<file path="config.mk">
export PLATFORM = sky130hd
export DESIGN_NAME = des_core
export DESIGN_NICKNAME = d
export VERILOG_FILES = /design/src/rtl/des_core.sv
export SDC_FILE = /design/constraint.sdc
export NUM_CORES = 1
export LEC_CHECK = 0
export ABC_AREA = 0
export CORE_MARGIN = 3
export CORE_UTILIZATION = 50
export CTS_CLUSTER_SIZE = 14
export DETAILED_ROUTE_END_ITERATION = 7
export PLACE_DENSITY = 0.91
export SLEW_MARGIN = 20
export SYNTH_ARGS = -nofsm -noshare
export SYNTH_HDL_FRONTEND = slang
export SYNTH_SLANG_ARGS = --single-unit
</file>
<file path="constraint.sdc">
create_clock -name clk -period 14.8 [get_ports clk]
set_clock_uncertainty 0.15 [all_clocks]
set_input_delay 2.96 -clock clk [delete_from_list [all_inputs] [get_ports clk]]
set_output_delay 2.96 -clock clk [all_outputs]
set_load 0.005 [all_outputs]
</file>
<file path="src/rtl/des_core.sv">
// Iterative DES engine: encrypt/decrypt selected per operation, ROUNDS_PER_CYCLE
// Feistel rounds per clock, result held under a done/ack handshake.
module des_core #(
  parameter int unsigned ROUNDS_PER_CYCLE = 1
) (
  input  logic        clk,
  input  logic        reset,
  input  logic        start,
  input  logic        decrypt,
  input  logic [63:0] key_in,
  input  logic [63:0] data_in,
  output logic        busy,
  output logic        done,
  output logic [63:0] data_out,
  input  logic        ack
);

  if (ROUNDS_PER_CYCLE != 1 && ROUNDS_PER_CYCLE != 2 && ROUNDS_PER_CYCLE != 4 &&
      ROUNDS_PER_CYCLE != 8 && ROUNDS_PER_CYCLE != 16) begin : g_bad_rpc
    $error("des_core: ROUNDS_PER_CYCLE must be 1, 2, 4, 8 or 16");
  end

  typedef enum logic [1:0] {IDLE, ROUND, DONE} state_t;

  // Tables hold DES bit numbers: DES bit 1 is the MSB of each word.
  localparam int IP_T [64] = '{58,50,42,34,26,18,10,2, 60,52,44,36,28,20,12,4,
                               62,54,46,38,30,22,14,6, 64,56,48,40,32,24,16,8,
                               57,49,41,33,25,17,9,1,  59,51,43,35,27,19,11,3,
                               61,53,45,37,29,21,13,5, 63,55,47,39,31,23,15,7};
  localparam int FP_T [64] = '{40,8,48,16,56,24,64,32, 39,7,47,15,55,23,63,31,
                               38,6,46,14,54,22,62,30, 37,5,45,13,53,21,61,29,
                               36,4,44,12,52,20,60,28, 35,3,43,11,51,19,59,27,
                               34,2,42,10,50,18,58,26, 33,1,41,9,49,17,57,25};
  localparam int E_T [48] = '{32,1,2,3,4,5, 4,5,6,7,8,9, 8,9,10,11,12,13, 12,13,14,15,16,17,
                              16,17,18,19,20,21, 20,21,22,23,24,25, 24,25,26,27,28,29, 28,29,30,31,32,1};
  localparam int P_T [32] = '{16,7,20,21,29,12,28,17, 1,15,23,26,5,18,31,10,
                              2,8,24,14,32,27,3,9,    19,13,30,6,22,11,4,25};
  localparam int PC1_T [56] = '{57,49,41,33,25,17,9, 1,58,50,42,34,26,18, 10,2,59,51,43,35,27,
                                19,11,3,60,52,44,36, 63,55,47,39,31,23,15, 7,62,54,46,38,30,22,
                                14,6,61,53,45,37,29, 21,13,5,28,20,12,4};
  localparam int PC2_T [48] = '{14,17,11,24,1,5, 3,28,15,6,21,10, 23,19,12,4,26,8, 16,7,27,20,13,2,
                                41,52,31,37,47,55, 30,40,51,45,33,48, 44,49,39,56,34,53, 46,42,50,36,29,32};
  localparam int SBOX [8][64] = '{
    '{14,4,13,1,2,15,11,8,3,10,6,12,5,9,0,7, 0,15,7,4,14,2,13,1,10,6,12,11,9,5,3,8,
      4,1,14,8,13,6,2,11,15,12,9,7,3,10,5,0, 15,12,8,2,4,9,1,7,5,11,3,14,10,0,6,13},
    '{15,1,8,14,6,11,3,4,9,7,2,13,12,0,5,10, 3,13,4,7,15,2,8,14,12,0,1,10,6,9,11,5,
      0,14,7,11,10,4,13,1,5,8,12,6,9,3,2,15, 13,8,10,1,3,15,4,2,11,6,7,12,0,5,14,9},
    '{10,0,9,14,6,3,15,5,1,13,12,7,11,4,2,8, 13,7,0,9,3,4,6,10,2,8,5,14,12,11,15,1,
      13,6,4,9,8,15,3,0,11,1,2,12,5,10,14,7, 1,10,13,0,6,9,8,7,4,15,14,3,11,5,2,12},
    '{7,13,14,3,0,6,9,10,1,2,8,5,11,12,4,15, 13,8,11,5,6,15,0,3,4,7,2,12,1,10,14,9,
      10,6,9,0,12,11,7,13,15,1,3,14,5,2,8,4, 3,15,0,6,10,1,13,8,9,4,5,11,12,7,2,14},
    '{2,12,4,1,7,10,11,6,8,5,3,15,13,0,14,9, 14,11,2,12,4,7,13,1,5,0,15,10,3,9,8,6,
      4,2,1,11,10,13,7,8,15,9,12,5,6,3,0,14, 11,8,12,7,1,14,2,13,6,15,0,9,10,4,5,3},
    '{12,1,10,15,9,2,6,8,0,13,3,4,14,7,5,11, 10,15,4,2,7,12,9,5,6,1,13,14,0,11,3,8,
      9,14,15,5,2,8,12,3,7,0,4,10,1,13,11,6, 4,3,2,12,9,5,15,10,11,14,1,7,6,0,8,13},
    '{4,11,2,14,15,0,8,13,3,12,9,7,5,10,6,1, 13,0,11,7,4,9,1,10,14,3,5,12,2,15,8,6,
      1,4,11,13,12,3,7,14,10,15,6,8,0,5,9,2, 6,11,13,8,1,4,10,7,9,5,0,15,14,2,3,12},
    '{13,2,8,4,6,15,11,1,10,9,3,14,5,0,12,7, 1,15,13,8,10,3,7,4,12,5,6,11,0,14,9,2,
      7,11,4,1,9,12,14,2,0,6,10,13,15,3,5,8, 2,1,14,7,4,10,8,13,15,12,9,0,3,5,6,11}};

  function automatic logic [63:0] f_ip(input logic [63:0] x);
    logic [63:0] y = '0;
    for (int unsigned i = 0; i < 64; i++) y[6'(63 - i)] = x[6'(64 - IP_T[6'(i)])];
    return y;
  endfunction

  function automatic logic [63:0] f_fp(input logic [63:0] x);
    logic [63:0] y = '0;
    for (int unsigned i = 0; i < 64; i++) y[6'(63 - i)] = x[6'(64 - FP_T[6'(i)])];
    return y;
  endfunction

  function automatic logic [55:0] f_pc1(input logic [63:0] x);
    logic [55:0] y = '0;
    for (int unsigned i = 0; i < 56; i++) y[6'(55 - i)] = x[6'(64 - PC1_T[6'(i)])];
    return y;
  endfunction

  function automatic logic [47:0] f_pc2(input logic [55:0] x);
    logic [47:0] y = '0;
    for (int unsigned i = 0; i < 48; i++) y[6'(47 - i)] = x[6'(56 - PC2_T[6'(i)])];
    return y;
  endfunction

  function automatic logic [31:0] f_func(input logic [31:0] r, input logic [47:0] k);
    logic [47:0] e = '0;
    logic [31:0] s = '0;
    logic [31:0] p = '0;
    logic [5:0]  b;
    for (int unsigned i = 0; i < 48; i++) e[6'(47 - i)] = r[5'(32 - E_T[6'(i)])];
    e = e ^ k;
    for (int unsigned j = 0; j < 8; j++) begin
      b = e[6'(47 - 6 * j) -: 6];
      s[5'(31 - 4 * j) -: 4] = 4'(SBOX[3'(j)][{b[5], b[0], b[4:1]}]);
    end
    for (int unsigned i = 0; i < 32; i++) p[5'(31 - i)] = s[5'(32 - P_T[5'(i)])];
    return p;
  endfunction

  function automatic logic [27:0] f_rotl(input logic [27:0] x, input logic one);
    return one ? {x[26:0], x[27]} : {x[25:0], x[27:26]};
  endfunction

  function automatic logic [27:0] f_rotr(input logic [27:0] x, input logic one);
    return one ? {x[0], x[27:1]} : {x[1:0], x[27:2]};
  endfunction

  state_t      r_state, w_state_nx;
  logic [31:0] r_l, r_r, w_l, w_r;
  logic [27:0] r_c, r_d, w_c, w_d;
  logic [4:0]  r_cnt, w_idx;
  logic        r_dec, w_one, w_last;
  logic [47:0] w_k;
  logic [63:0] r_out;

  assign w_last   = (r_cnt + 5'(ROUNDS_PER_CYCLE)) == 5'd16;
  assign busy     = (r_state == ROUND);
  assign done     = (r_state == DONE);
  assign data_out = r_out;

  // Decrypt walks the schedule backwards: round 1 uses the loaded C/D, later rounds rotate right.
  always_comb begin
    w_l   = r_l;
    w_r   = r_r;
    w_c   = r_c;
    w_d   = r_d;
    w_idx = '0;
    w_one = 1'b0;
    w_k   = '0;
    for (int unsigned k = 0; k < ROUNDS_PER_CYCLE; k++) begin
      w_idx = r_cnt + 5'(k) + 5'd1;
      w_one = (w_idx == 5'd1) || (w_idx == 5'd2) || (w_idx == 5'd9) || (w_idx == 5'd16);
      if (!r_dec) begin
        w_c = f_rotl(w_c, w_one);
        w_d = f_rotl(w_d, w_one);
      end else if (w_idx != 5'd1) begin
        w_c = f_rotr(w_c, w_one);
        w_d = f_rotr(w_d, w_one);
      end
      w_k = f_pc2({w_c, w_d});
      {w_l, w_r} = {w_r, w_l ^ f_func(w_r, w_k)};
    end
  end

  always_ff @(posedge clk or posedge reset) begin
    if (reset) r_state <= IDLE;
    else       r_state <= w_state_nx;
  end

  always_comb begin
    w_state_nx = r_state;
    unique case (r_state)
      IDLE:    if (start)  w_state_nx = ROUND;
      ROUND:   if (w_last) w_state_nx = DONE;
      DONE:    if (ack)    w_state_nx = IDLE;
      default:             w_state_nx = IDLE;
    endcase
  end

  always_ff @(posedge clk or posedge reset) begin
    if (reset) begin
      r_l   <= '0;
      r_r   <= '0;
      r_c   <= '0;
      r_d   <= '0;
      r_cnt <= '0;
      r_dec <= 1'b0;
      r_out <= '0;
    end else if (r_state == IDLE && start) begin
      {r_l, r_r} <= f_ip(data_in);
      {r_c, r_d} <= f_pc1(key_in);
      r_dec      <= decrypt;
      r_cnt      <= '0;
    end else if (r_state == ROUND) begin
      r_l   <= w_l;
      r_r   <= w_r;
      r_c   <= w_c;
      r_d   <= w_d;
      r_cnt <= r_cnt + 5'(ROUNDS_PER_CYCLE);
      if (w_last) r_out <= f_fp({w_r, w_l});
    end
  end

endmodule

</file>
==> results of run 1 <==
logic make-up (layout without fill, tap and decap cells):
logic type / after synthesis / after routing / synth area share [%]
flops: 102 / 102 / 30.5
simple gates: 293 / 293 / 16.6
compound gates: 339 / 339 / 27.7
xor+xnor: 31 / 31 / 3.59
mux: 61 / 61 / 8.08
fa+ha+maj: 30 / 30 / 4.49
buf+inv: 144 / 123 / 9.04
other cells: 1 / 39 / 0.0449
state kept, by name, summed over array words and instances, names as in the netlist:
| register | count |
|---|---|
| r_state | 2 |
| data_out | 25 |
| r_cnt | 5 |
| r_d | 28 |
| r_l | 16 |
| r_r | 25 |
| r_dec | 1 |
through the flow:
step | area [sq um] | cells | hold WS [ps] | util [%]
after floorplan | 8500 | 1039 | 315 | -
after global placement | 8880 | 1217 | 314 | 55.1
after detailed placement | 8880 | 1217 | 320 | 55.1
after CTS | 9190 | 1233 | 342 | 57.0
after global routing | 9190 | 1234 | 378 | 57.0
final | 9190 | 1234 | 339 | 57.0
per-layer routing:
layer	wire length (um)	up-vias	track usage, %
met2	11100	443	42.9
li1	-	3624	-
met3	2020	82	3.01
met4	1110	0	13.1
met5	0	-	0
met1	9260	3775	32.2
cell type report:
cell class	instances	area [sq um]	area share (%)
Inverter	28	108	1.17
Tap cell	216	270	2.94
Multi-Input combinational cell	793	5200	56.6
Clock buffer	9	225	2.45
Timing Repair Buffer	79	758	8.25
Sequential cell	102	2550	27.8
Clock inverter	7	78.8	0.857
cells in the mapped netlist, drive strengths merged, types with 28 or more instances:
cell type | instances | area [sq um]
a21oi | 49 | 249
buf | 77 | 504
clkbuf | 39 | 146
dfrtp | 102 | 2550
ha | 30 | 375
inv | 28 | 105
mux2 | 29 | 327
mux2i | 30 | 304
nand2 | 131 | 494
nand3 | 49 | 245
nor2 | 41 | 159
o21ai | 121 | 613
worst paths after layout:
kind,slack [ps],endpoint,startpoint,cells past startpoint
hold reg to reg,340,data_out[27]$_DFFE_PP0P_,data_out[27]$_DFFE_PP0P_,2
min in group asynchronous,2830,data_out[5]$_DFFE_PP0P_,reset,2
setup / recovery,8970,r_r[10]$_DFFE_PP0P_,r_cnt[0]$_DFFE_PP0P_,17
setup reg to reg,8970,r_r[10]$_DFFE_PP0P_,r_cnt[0]$_DFFE_PP0P_,17
hold / removal,340,data_out[27]$_DFFE_PP0P_,data_out[27]$_DFFE_PP0P_,2
max in group asynchronous,10440,data_out[31]$_DFFE_PP0P_,reset,3
worst max-delay path: cells and delay by family (launching register included):
kind / cells / cell delay (ps)
DFF: 1 / 500
AOI/OAI and AO/OA: 7 / 1890
adders and majority gates: 2 / 800
xor gates and xnor gates: 1 / 480
muxes: 1 / 360
and+or+nand+nor: 4 / 1170
buffers and inverters: 2 / 350
==> flow_summary.html, run 1 <==
<table>
<tr><th>Metric</th><th>Value</th></tr>
<tr><th colspan="2">CTS</th></tr>
<tr><td>Cells resized by post-CTS repair</td><td>0</td></tr>
<tr><td>Hold bufs inserted after CTS</td><td>0</td></tr>
<tr><td>Root Driver</td><td>clkbuf_16</td></tr>
<tr><td>Insertion delay of the later-clocked pin in the worst-skew pair</td><td>approximately 360 ps</td></tr>
<tr><td>Number of buffers created by CTS</td><td>9</td></tr>
<tr><td>Clock tree from TritonCTS</td><td>built</td></tr>
<tr><td>CTS H-tree depth</td><td>3</td></tr>
<tr><td>Setup repair bufs after CTS</td><td>0</td></tr>
<tr><td>Number of buffers on the longest clock path</td><td>2</td></tr>
<tr><td>Clock sink count</td><td>approximately 100</td></tr>
<tr><td>Clock transition time at the flip-flop clock pins of the worst setup and hold paths</td><td>70 ps</td></tr>
<tr><th colspan="2">Detailed routing</th></tr>
<tr><td>Total vias in the final route</td><td>about 7,900</td></tr>
<tr><td>Final wirelength</td><td>~24,000 um</td></tr>
<tr><td>Remaining routing DRC violations</td><td>0</td></tr>
<tr><td>Number of violations reported at the end of detailed-routing iteration 0</td><td>just over 1,000</td></tr>
<tr><td>Via density per instance</td><td>6.42</td></tr>
<tr><td>Wire length per cell after detailed routing</td><td>~19 um</td></tr>
<tr><td>Pre-Repair DR Iteration Count</td><td>5</td></tr>
<tr><td>Count of nets left with antenna violations after detail routing</td><td>0</td></tr>
<tr><th colspan="2">Worst setup path</th></tr>
<tr><td>Critical Path Slowest Stage Cell</td><td>o21a_2</td></tr>
<tr><td>CP Class</td><td>reg -&gt; reg</td></tr>
<tr><td>Maximum fanout encountered on the critical timing path</td><td>26</td></tr>
<tr><td>Chain of cells forming the critical path</td><td>ha_1, and3_1, mux2i_1, o21a_2, nor2_2, a221oi_1, o22a_1, xor2_2, inv_1, ha_1, inv_1, nor3_2, a211oi_1, o21bai_1, a22o_1, a32o_1, or3b_1</td></tr>
<tr><td>Crit path largest cell delay</td><td>around 510 ps</td></tr>
<tr><td>Endpoint required time on the critical path</td><td>about 15,000 ps</td></tr>
<tr><td>Critical Path AT</td><td>between 5000 and 6000 ps</td></tr>
<tr><td>Worst Setup Start Kind</td><td>register</td></tr>
<tr><td>Crit. End Element</td><td>register</td></tr>
<tr><th colspan="2">Finish</th></tr>
<tr><td>Count of inserted antenna diode cells</td><td>0</td></tr>
<tr><td>Most frequent cells in the layout</td><td>130 x nand2_1, 103 x o21ai_0, 102 x dfrtp_1</td></tr>
<tr><td>Most common cell after layout, fill and taps aside</td><td>nand2_1</td></tr>
<tr><td>Net count, final</td><td>between 1,000 and 1,500</td></tr>
<tr><td>Filler instances</td><td>1,426</td></tr>
<tr><td>Synthesis-to-layout area growth</td><td>9.97%</td></tr>
<tr><td>Ratio of cells with drive above 1 in the final layout</td><td>under 10%</td></tr>
<tr><th colspan="2">Logic synthesis</th></tr>
<tr><td>#FFs+latches synth</td><td>between 100 and 150</td></tr>
<tr><td>Synth warnings</td><td>0</td></tr>
<tr><td>EDFF count, synth</td><td>0</td></tr>
<tr><td>Number of standard cells after synthesis</td><td>between 1,000 and 1,500</td></tr>
<tr><td>Post-synthesis instance area</td><td>between 8000 and 9000 sq um</td></tr>
<tr><td>Number of distinct library cells after synthesis</td><td>94</td></tr>
<tr><td>Average footprint of a synthesized cell</td><td>around 8.4 sq um</td></tr>
<tr><td>Register area share after synthesis</td><td>30.5%</td></tr>
<tr><td>Most frequently used flop master after synthesis</td><td>dfrtp_1</td></tr>
<tr><td>FFs w/ async S/R, synth</td><td>100%</td></tr>
<tr><th colspan="2">Global routing</th></tr>
<tr><td>Via count of the first global-routing pass</td><td>about 7,600</td></tr>
<tr><td>Global Route Usage Sum</td><td>25.5%</td></tr>
<tr><td>First-pass GRT wire length</td><td>38,000 um</td></tr>
<tr><td>Largest net degree at the start of global routing</td><td>72</td></tr>
<tr><td>Sum of overflow across all layers after global routing</td><td>0</td></tr>
<tr><td>Antenna violations before repair</td><td>0</td></tr>
<tr><th colspan="2">Run status</th></tr>
<tr><td>Outcome</td><td>complete, no violations</td></tr>
<tr><th colspan="2">Timing</th></tr>
<tr><td>Number of max-slew violations in the final report</td><td>0</td></tr>
<tr><td>Final Hold Fails</td><td>0</td></tr>
<tr><td>Share of the cycle needed by the critical path after routing</td><td>39.4%</td></tr>
<tr><td>Slew at the pin closest to its max-slew limit</td><td>around 950 ps</td></tr>
<tr><td>Fmax achieved</td><td>171 MHz</td></tr>
<tr><td>Final setup violating endpoints</td><td>0</td></tr>
<tr><td>Min Tclk post-route</td><td>5830 ps</td></tr>
<tr><td>Setup_tns</td><td>0 ps</td></tr>
<tr><td>Worst setup margin</td><td>between 8000 and 9000 ps</td></tr>
<tr><td>Worst-case headroom to the max-slew limit</td><td>a little over a third</td></tr>
<tr><td>Unrepaired setup endpoints after global routing</td><td>false</td></tr>
<tr><th colspan="2">Floorplanning</th></tr>
<tr><td>Horizontal die dimension</td><td>approximately 140 um</td></tr>
<tr><td>Number of I/O pins</td><td>between 150 and 200</td></tr>
<tr><td>Total number of placement rows</td><td>46</td></tr>
<tr><td>Core Area</td><td>about 16,000 sq um</td></tr>
<tr><td>Starting density of the core</td><td>51.9%</td></tr>
<tr><td>Vertical die dimension</td><td>between 100 and 150 um</td></tr>
<tr><td>Die footprint</td><td>between 15,000 and 20,000 sq um</td></tr>
<tr><th colspan="2">Placed design</th></tr>
<tr><td>Number of port buffers</td><td>66</td></tr>
<tr><td>Placer congestion estimate</td><td>a little under 1</td></tr>
<tr><td>HPWL after detailed placement</td><td>around 16,000 um</td></tr>
<tr><td>Pre-CTS WS</td><td>approximately 9100 ps</td></tr>
<tr><th colspan="2">Run</th></tr>
<tr><td>Max capacitance violation total</td><td>0</td></tr>
<tr><th colspan="2">Worst hold path</th></tr>
<tr><td>Type of the tightest min-delay check</td><td>reg -&gt; reg</td></tr>
</table>
Power of run 1 is not shown: default switching activity piles up to over one toggle a cycle in this logic, so the estimate is an artifact.
==> run 2: changes to the inputs <==
Settings changed: CORE_UTILIZATION 50 to 46, PLACE_DENSITY 0.91 to 0.89.
Clock period 14.8 ns to 4.9 ns, I/O delays scaled along.
==> flow_summary.html, run 2 (synthesis results as in run 1) <==
<table>
<tr><th>Metric</th><th>Value</th></tr>
<tr><th colspan="2">Run status</th></tr>
<tr><td>Outcome</td><td>complete, no violations</td></tr>
<tr><th colspan="2">Finish</th></tr>
<tr><td>Ratio of cells with drive above 1 in the final layout</td><td>11.4% (+2.3 points)</td></tr>
<tr><td>Synthesis-to-layout area growth</td><td>12.6%</td></tr>
<tr><td>Largest register FFs</td><td>28 (unchanged)</td></tr>
<tr><td>Finished Core Util</td><td>53.7% (-3.3 points)</td></tr>
<tr><td>Design Area, Final</td><td>9420 sq um (+2.4%)</td></tr>
<tr><td>Largest Register</td><td>r_d</td></tr>
<tr><td>Net count, final</td><td>1,201 (+2.1%)</td></tr>
<tr><td>Count of inserted antenna diode cells</td><td>0 (unchanged)</td></tr>
<tr><td>Most frequent cells in the layout</td><td>130 x nand2_1, 102 x o21ai_0, 101 x dfrtp_1</td></tr>
<tr><td>Most common cell after layout, fill and taps aside</td><td>nand2_1</td></tr>
<tr><th colspan="2">CTS</th></tr>
<tr><td>Hold bufs inserted after CTS</td><td>0 (unchanged)</td></tr>
<tr><td>Insertion delay of the later-clocked pin in the worst-skew pair</td><td>360 ps (about the same)</td></tr>
<tr><td>Clock tree from TritonCTS</td><td>built</td></tr>
<tr><td>Clock sink count</td><td>102 (unchanged)</td></tr>
<tr><td>Number of buffers on the longest clock path</td><td>2 (unchanged)</td></tr>
<tr><td>Setup repair bufs after CTS</td><td>0 (unchanged)</td></tr>
<tr><td>Number of buffers created by CTS</td><td>9 (unchanged)</td></tr>
<tr><td>CTS H-tree depth</td><td>3 (unchanged)</td></tr>
<tr><td>Root Driver</td><td>clkbuf_16</td></tr>
<tr><td>Clock transition time at the flip-flop clock pins of the worst setup and hold paths</td><td>70 ps (about the same)</td></tr>
<tr><td>Cells resized by post-CTS repair</td><td>0 (unchanged)</td></tr>
<tr><th colspan="2">Global routing</th></tr>
<tr><td>Sum of overflow across all layers after global routing</td><td>0 (unchanged)</td></tr>
<tr><td>Largest net degree at the start of global routing</td><td>72 (unchanged)</td></tr>
<tr><td>Antenna violations before repair</td><td>0 (unchanged)</td></tr>
<tr><td>Via count of the first global-routing pass</td><td>7,554 (-0.36%)</td></tr>
<tr><td>First-pass GRT wire length</td><td>38,400 um (+1.2%)</td></tr>
<tr><td>Global Route Usage Sum</td><td>23.5% (-2.0 points)</td></tr>
<tr><th colspan="2">Worst setup path</th></tr>
<tr><td>Worst Setup Start Kind</td><td>register</td></tr>
<tr><td>Maximum fanout encountered on the critical timing path</td><td>10 (-62%)</td></tr>
<tr><td>Register-to-Register Path Depth</td><td>17 (unchanged)</td></tr>
<tr><td>Endpoint required time on the critical path</td><td>4990 ps (-9910 ps)</td></tr>
<tr><td>Critical Path Slowest Stage Cell</td><td>dfrtp_2</td></tr>
<tr><td>Crit. End Element</td><td>register</td></tr>
<tr><td>Cell type with the highest occurrence count on the critical path</td><td>ha_1</td></tr>
<tr><td>Chain of cells forming the critical path</td><td>ha_1, and3_1, mux2i_2, o21ai_2, buf_4, nand3_1, a21oi_1, o21ai_0, and2_1, ha_1, inv_1, nor3_2, a211oi_1, o21bai_1, a22o_1, a32o_1, or3b_1</td></tr>
<tr><td>Crit path largest cell delay</td><td>470 ps (-40 ps)</td></tr>
<tr><td>CP Class</td><td>reg -&gt; reg</td></tr>
<tr><td>Critical Path AT</td><td>4750 ps (-1180 ps)</td></tr>
<tr><th colspan="2">Timing</th></tr>
<tr><td>Worst-case headroom to the max-slew limit</td><td>35.7% (-0.68 points)</td></tr>
<tr><td>Fmax achieved</td><td>215 MHz (+25%)</td></tr>
<tr><td>Worst setup margin</td><td>239 ps (-8730 ps)</td></tr>
<tr><td>Share of the cycle needed by the critical path after routing</td><td>95.1% (+56 points)</td></tr>
<tr><td>Number of max-slew violations in the final report</td><td>0 (unchanged)</td></tr>
<tr><td>Slew at the pin closest to its max-slew limit</td><td>962 ps (+11.4 ps)</td></tr>
<tr><td>Setup_tns</td><td>0 ps (unchanged)</td></tr>
<tr><td>Final Hold Fails</td><td>0 (unchanged)</td></tr>
<tr><td>Final setup violating endpoints</td><td>0 (unchanged)</td></tr>
<tr><td>Min Tclk post-route</td><td>4660 ps (-1170 ps)</td></tr>
<tr><th colspan="2">Floorplanning</th></tr>
<tr><td>Number of I/O pins</td><td>199 (unchanged)</td></tr>
<tr><td>Core Area</td><td>17,500 sq um (+8.8%)</td></tr>
<tr><td>Vertical die dimension</td><td>141 um (+4.1%)</td></tr>
<tr><td>Starting density of the core</td><td>47.7% (-4.2 points)</td></tr>
<tr><td>Total number of placement rows</td><td>48 (+4.3%)</td></tr>
<tr><td>Die footprint</td><td>19,800 sq um (+8.3%)</td></tr>
<tr><td>Horizontal die dimension</td><td>141 um (+4.1%)</td></tr>
<tr><th colspan="2">Detailed routing</th></tr>
<tr><td>Remaining routing DRC violations</td><td>0 (unchanged)</td></tr>
<tr><td>Via density per instance</td><td>6.33 (-1.4%)</td></tr>
<tr><td>Final wirelength</td><td>23,900 um (+1.7%)</td></tr>
<tr><td>Total vias in the final route</td><td>8,032 (+1.4%)</td></tr>
<tr><td>Wire length per cell after detailed routing</td><td>18.9 um (-1.0%)</td></tr>
<tr><td>Pre-Repair DR Iteration Count</td><td>6 (+1)</td></tr>
<tr><td>Number of violations reported at the end of detailed-routing iteration 0</td><td>1,059 (+4.2%)</td></tr>
<tr><td>Count of nets left with antenna violations after detail routing</td><td>0 (unchanged)</td></tr>
<tr><th colspan="2">Worst hold path</th></tr>
<tr><td>Type of the tightest min-delay check</td><td>reg -&gt; reg</td></tr>
<tr><td>Hold path depth</td><td>2 (unchanged)</td></tr>
<tr><th colspan="2">Placed design</th></tr>
<tr><td>Placer congestion estimate</td><td>0.937 (-2.4%)</td></tr>
<tr><td>HPWL after detailed placement</td><td>16,600 um (+6.3%)</td></tr>
<tr><td>Number of port buffers</td><td>66 (unchanged)</td></tr>
<tr><td>Pre-CTS WS</td><td>266 ps (-8820 ps)</td></tr>
<tr><td>Placement Cell Area</td><td>9090 sq um (+2.3%)</td></tr>
<tr><th colspan="2">Run</th></tr>
<tr><td>Max capacitance violation total</td><td>0 (unchanged)</td></tr>
</table>
[run 2: path summary, 6_finish.rpt]
kind	from	endpoint	slack [ps]
worst min register to register	r_l[7]$_DFFE_PP0P_	r_l[7]$_DFFE_PP0P_	350
max in group asynchronous	reset	data_out[21]$_DFFE_PP0P_	2890
worst max-delay path	r_cnt[0]$_DFFE_PP0P_	r_r[10]$_DFFE_PP0P_	240
min in group asynchronous	reset	data_out[7]$_DFFE_PP0P_	880
worst max register to register	r_cnt[0]$_DFFE_PP0P_	r_r[10]$_DFFE_PP0P_	240
worst min-delay path	r_l[7]$_DFFE_PP0P_	r_l[7]$_DFFE_PP0P_	350
[run 2: layout make-up]
class                           count  area, sq um
Fill cell                        1573         8120
Multi-Input combinational cell    793         5220
Sequential cell                   102         2550
Timing Repair Buffer              104          946
Tap cell                          225          282
Clock buffer                       12          256
Inverter                           28          108
Clock inverter                      4         55.1
[run 2: per-stage QoR]
step | hold WS [ps] | std cells
after CTS | 353 | 1268
after global routing | 370 | 1268
after floorplan | 315 | 1039
after detailed placement | 338 | 1252
final | 352 | 1268
after global placement | 315 | 1252
[run 2: critical path: cells and delay by family, from the launching register on]
family | cells | cell delay [ps]
AOI/OAI and AO/OA | 7 | 1530
adders and majority gates | 2 | 590
buffers and inverters | 2 | 310
DFF | 1 | 470
muxes | 1 | 200
and+or+nand+nor | 5 | 1290
[run 2: per-layer routing]
metal | track usage, % | share of wire (%) | vias to the layer above
met3 | 2.85 | 8.5 | 96
met5 | 0 | 0 | -
met4 | 11.9 | 4.6 | 0
met2 | 38.6 | 46 | 461
met1 | 30.6 | 41 | 3814
li1 | - | - | 3661
Power of run 2 is left out for the same reason.
==> run 3: changes to the inputs <==
Settings changed: MAX_ROUTING_LAYER from default to met4.
==> flow_summary.html, run 3 (synthesis results as in run 1) <==
<table>
<tr><th>Metric</th><th>Value</th></tr>
<tr><th colspan="2">Run status</th></tr>
<tr><td>Outcome</td><td>complete, no violations</td></tr>
<tr><th colspan="2">Global routing</th></tr>
<tr><td>Sum of overflow across all layers after global routing</td><td>0 (unchanged)</td></tr>
<tr><td>Via count of the first global-routing pass</td><td>7,480 (-0.98%)</td></tr>
<tr><td>Global Route Usage Sum</td><td>24.4% (+0.88 points)</td></tr>
<tr><td>First-pass GRT wire length</td><td>38,600 um (+0.50%)</td></tr>
<tr><td>Largest net degree at the start of global routing</td><td>72 (unchanged)</td></tr>
<tr><td>Antenna violations before repair</td><td>0 (unchanged)</td></tr>
<tr><th colspan="2">CTS</th></tr>
<tr><td>CTS H-tree depth</td><td>3 (unchanged)</td></tr>
<tr><td>Clock tree from TritonCTS</td><td>built</td></tr>
<tr><td>Number of buffers created by CTS</td><td>9 (unchanged)</td></tr>
<tr><td>Number of buffers on the longest clock path</td><td>2 (unchanged)</td></tr>
<tr><td>Insertion delay of the later-clocked pin in the worst-skew pair</td><td>360 ps (about the same)</td></tr>
<tr><td>Clock sink count</td><td>102 (unchanged)</td></tr>
<tr><td>Clock transition time at the flip-flop clock pins of the worst setup and hold paths</td><td>70 ps (about the same)</td></tr>
<tr><td>Root Driver</td><td>clkbuf_16</td></tr>
<tr><td>Hold bufs inserted after CTS</td><td>0 (unchanged)</td></tr>
<tr><th colspan="2">Worst setup path</th></tr>
<tr><td>Origin of the critical flop-to-flop path</td><td>r_cnt[1]$_DFFE_PP0P_</td></tr>
<tr><td>Register-to-Register Path Depth</td><td>18 (+1)</td></tr>
<tr><td>Buf/Inv on CP</td><td>3 (+1)</td></tr>
<tr><td>CP Class</td><td>reg -&gt; reg</td></tr>
<tr><td>Maximum fanout encountered on the critical timing path</td><td>7 (-3)</td></tr>
<tr><td>Flop2flop setup slack</td><td>290 ps (+50 ps)</td></tr>
<tr><td>Critical Path AT</td><td>4700 ps (-50 ps)</td></tr>
<tr><td>Launch point of the critical path</td><td>r_cnt[1]$_DFFE_PP0P_</td></tr>
<tr><td>Family of cells with the greatest summed delay on the critical path</td><td>compound AO/OA/AOI/OAI gates</td></tr>
<tr><td>Crit path largest cell delay</td><td>440 ps (-30 ps)</td></tr>
<tr><td>Critical Path Slowest Stage Cell</td><td>dfrtp_1</td></tr>
<tr><td>Worst Setup Start Kind</td><td>register</td></tr>
<tr><td>Crit. End Element</td><td>register</td></tr>
<tr><td>End point of the critical path</td><td>r_r[10]$_DFFE_PP0P_</td></tr>
<tr><td>Endpoint required time on the critical path</td><td>4990 ps (about the same)</td></tr>
<tr><td>Logic depth of the worst setup path including buffers</td><td>18 (+1)</td></tr>
<tr><td>Chain of cells forming the critical path</td><td>ha_1, and3_1, mux2i_2, o21a_2, nor2_2, a221oi_1, o22a_1, xor2_2, inv_1, ha_1, inv_1, nor3_2, buf_4, a21oi_1, mux2i_1, a22o_1, a32o_1, or3b_1</td></tr>
<tr><td>Terminus of the critical flop-to-flop path</td><td>r_r[10]$_DFFE_PP0P_</td></tr>
<tr><th colspan="2">Finish</th></tr>
<tr><td>Largest register FFs</td><td>28 (unchanged)</td></tr>
<tr><td>Post-Layout Cell Count</td><td>1,273 (+0.39%)</td></tr>
<tr><td>Largest Register</td><td>r_d</td></tr>
<tr><td>Most frequent cells in the layout</td><td>130 x nand2_1, 102 x o21ai_0, 101 x dfrtp_1</td></tr>
<tr><td>Net count, final</td><td>1,206 (+0.42%)</td></tr>
<tr><td>Synthesis-to-layout area growth</td><td>13.1%</td></tr>
<tr><td>Ratio of cells with drive above 1 in the final layout</td><td>11.9% (+0.52 points)</td></tr>
<tr><td>Most common cell after layout, fill and taps aside</td><td>nand2_1</td></tr>
<tr><td>Count of inserted antenna diode cells</td><td>0 (unchanged)</td></tr>
<tr><th colspan="2">Floorplanning</th></tr>
<tr><td>Number of I/O pins</td><td>199 (unchanged)</td></tr>
<tr><td>Horizontal die dimension</td><td>141 um (unchanged)</td></tr>
<tr><td>Core Area</td><td>17,500 sq um (unchanged)</td></tr>
<tr><td>Starting density of the core</td><td>47.7% (unchanged)</td></tr>
<tr><td>Die footprint</td><td>19,800 sq um (unchanged)</td></tr>
<tr><td>Total number of placement rows</td><td>48 (unchanged)</td></tr>
<tr><td>Vertical die dimension</td><td>141 um (unchanged)</td></tr>
<tr><th colspan="2">Worst hold path</th></tr>
<tr><td>Type of the tightest min-delay check</td><td>reg -&gt; reg</td></tr>
<tr><td>Hold path depth</td><td>2 (unchanged)</td></tr>
<tr><th colspan="2">Timing</th></tr>
<tr><td>Final Hold Fails</td><td>0 (unchanged)</td></tr>
<tr><td>Fmax achieved</td><td>217 MHz (+1.1%)</td></tr>
<tr><td>Unrepaired setup endpoints after global routing</td><td>false</td></tr>
<tr><td>Number of max-slew violations in the final report</td><td>0 (unchanged)</td></tr>
<tr><td>Slew at the pin closest to its max-slew limit</td><td>1160 ps (+197 ps)</td></tr>
<tr><td>Min Tclk post-route</td><td>4610 ps (-49.7 ps)</td></tr>
<tr><td>Hold slack</td><td>334 ps (-18.4 ps)</td></tr>
<tr><td>Worst-case headroom to the max-slew limit</td><td>22.6% (-13 points)</td></tr>
<tr><td>Share of the cycle needed by the critical path after routing</td><td>94.1% (-1.0 points)</td></tr>
<tr><td>Setup_tns</td><td>0 ps (unchanged)</td></tr>
<tr><td>Final setup violating endpoints</td><td>0 (unchanged)</td></tr>
<tr><th colspan="2">Detailed routing</th></tr>
<tr><td>Wire length per cell after detailed routing</td><td>18.6 um (-1.2%)</td></tr>
<tr><td>Number of violations reported at the end of detailed-routing iteration 0</td><td>973 (-8.1%)</td></tr>
<tr><td>Via density per instance</td><td>6.25 (-1.4%)</td></tr>
<tr><td>Count of nets left with antenna violations after detail routing</td><td>0 (unchanged)</td></tr>
<tr><td>Remaining routing DRC violations</td><td>0 (unchanged)</td></tr>
<tr><td>Total vias in the final route</td><td>7,952 (-1.0%)</td></tr>
<tr><td>Final wirelength</td><td>23,700 um (-0.76%)</td></tr>
<tr><td>Pre-Repair DR Iteration Count</td><td>5 (-1)</td></tr>
<tr><th colspan="2">Placed design</th></tr>
<tr><td># placed instances</td><td>1,257 (+0.40%)</td></tr>
<tr><td>Number of port buffers</td><td>66 (unchanged)</td></tr>
<tr><td>Placer congestion estimate</td><td>0.980 (+4.5%)</td></tr>
<tr><td>HPWL after detailed placement</td><td>16,400 um (-1.2%)</td></tr>
<tr><th colspan="2">Run</th></tr>
<tr><td>Max capacitance violation total</td><td>0 (unchanged)</td></tr>
</table>
==> run 3: worst register-to-register path: cells and delay by family, from the launching register on <==
| family | cells | cell delay [ps] |
|---|---|---|
| AOI/OAI and AO/OA | 6 | 1470 |
| and+or+nand+nor | 4 | 780 |
| adders and majority gates | 2 | 610 |
| buffers and inverters | 3 | 400 |
| DFF | 1 | 440 |
| muxes | 2 | 430 |
| xor gates and xnor gates | 1 | 210 |
==> run 3: layout make-up <==
cell class,count,area [sq um]
Fill cell,1552,8080
Clock inverter,6,76.3
Timing Repair Buffer,109,996
Sequential cell,102,2550
Multi-Input combinational cell,793,5200
Tap cell,225,282
Inverter,28,108
Clock buffer,10,239
==> run 3: repair_timing <==
| action | CTS | global route |
|---|---|---|
| endpoints found under the setup margin | 0 | 3 |
| gates resized for setup | 0 | 3 |
| setup buffers | 0 | 0 |
| endpoints found under the hold margin | 0 | 0 |
==> run 3: worst min-delay path by stage <==
stage | start | to | slack [ps]
after floorplan | r_d[21]$_DFFE_PP0P_ | r_d[21]$_DFFE_PP0P_ | 310
after global placement | data_out[43]$_DFFE_PP0P_ | data_out[43]$_DFFE_PP0P_ | 310
after detailed placement | data_out[27]$_DFFE_PP0P_ | data_out[27]$_DFFE_PP0P_ | 320
after CTS | data_out[27]$_DFFE_PP0P_ | data_out[27]$_DFFE_PP0P_ | 340
after global routing | data_out[11]$_DFFE_PP0P_ | data_out[11]$_DFFE_PP0P_ | 370
final | data_out[27]$_DFFE_PP0P_ | data_out[27]$_DFFE_PP0P_ | 330
==> run 3: per-layer routing <==
layer / part of all wire (%) / GRT usage (%) / vias up
li1: - / - / 3678
met2: 48 / 39.3 / 431
met1: 41 / 31.4 / 3790
met4: 3.0 / 9.64 / 0
met3: 8.3 / 3.12 / 53
met5: 0 / - / -
==> run 3: per-stage QoR <==
step           worst slack, ps  area, sq um  util (%)
4_1_cts                    227         9450      53.9
6_report                   288         9460      53.9
3_3_place_gp               350         9140      52.1
3_5_place_dp               305         9140      52.1
5_1_grt                   45.1         9460      53.9
2_1_floorplan              116         8500         -
Power of run 3 is left out for the same reason.
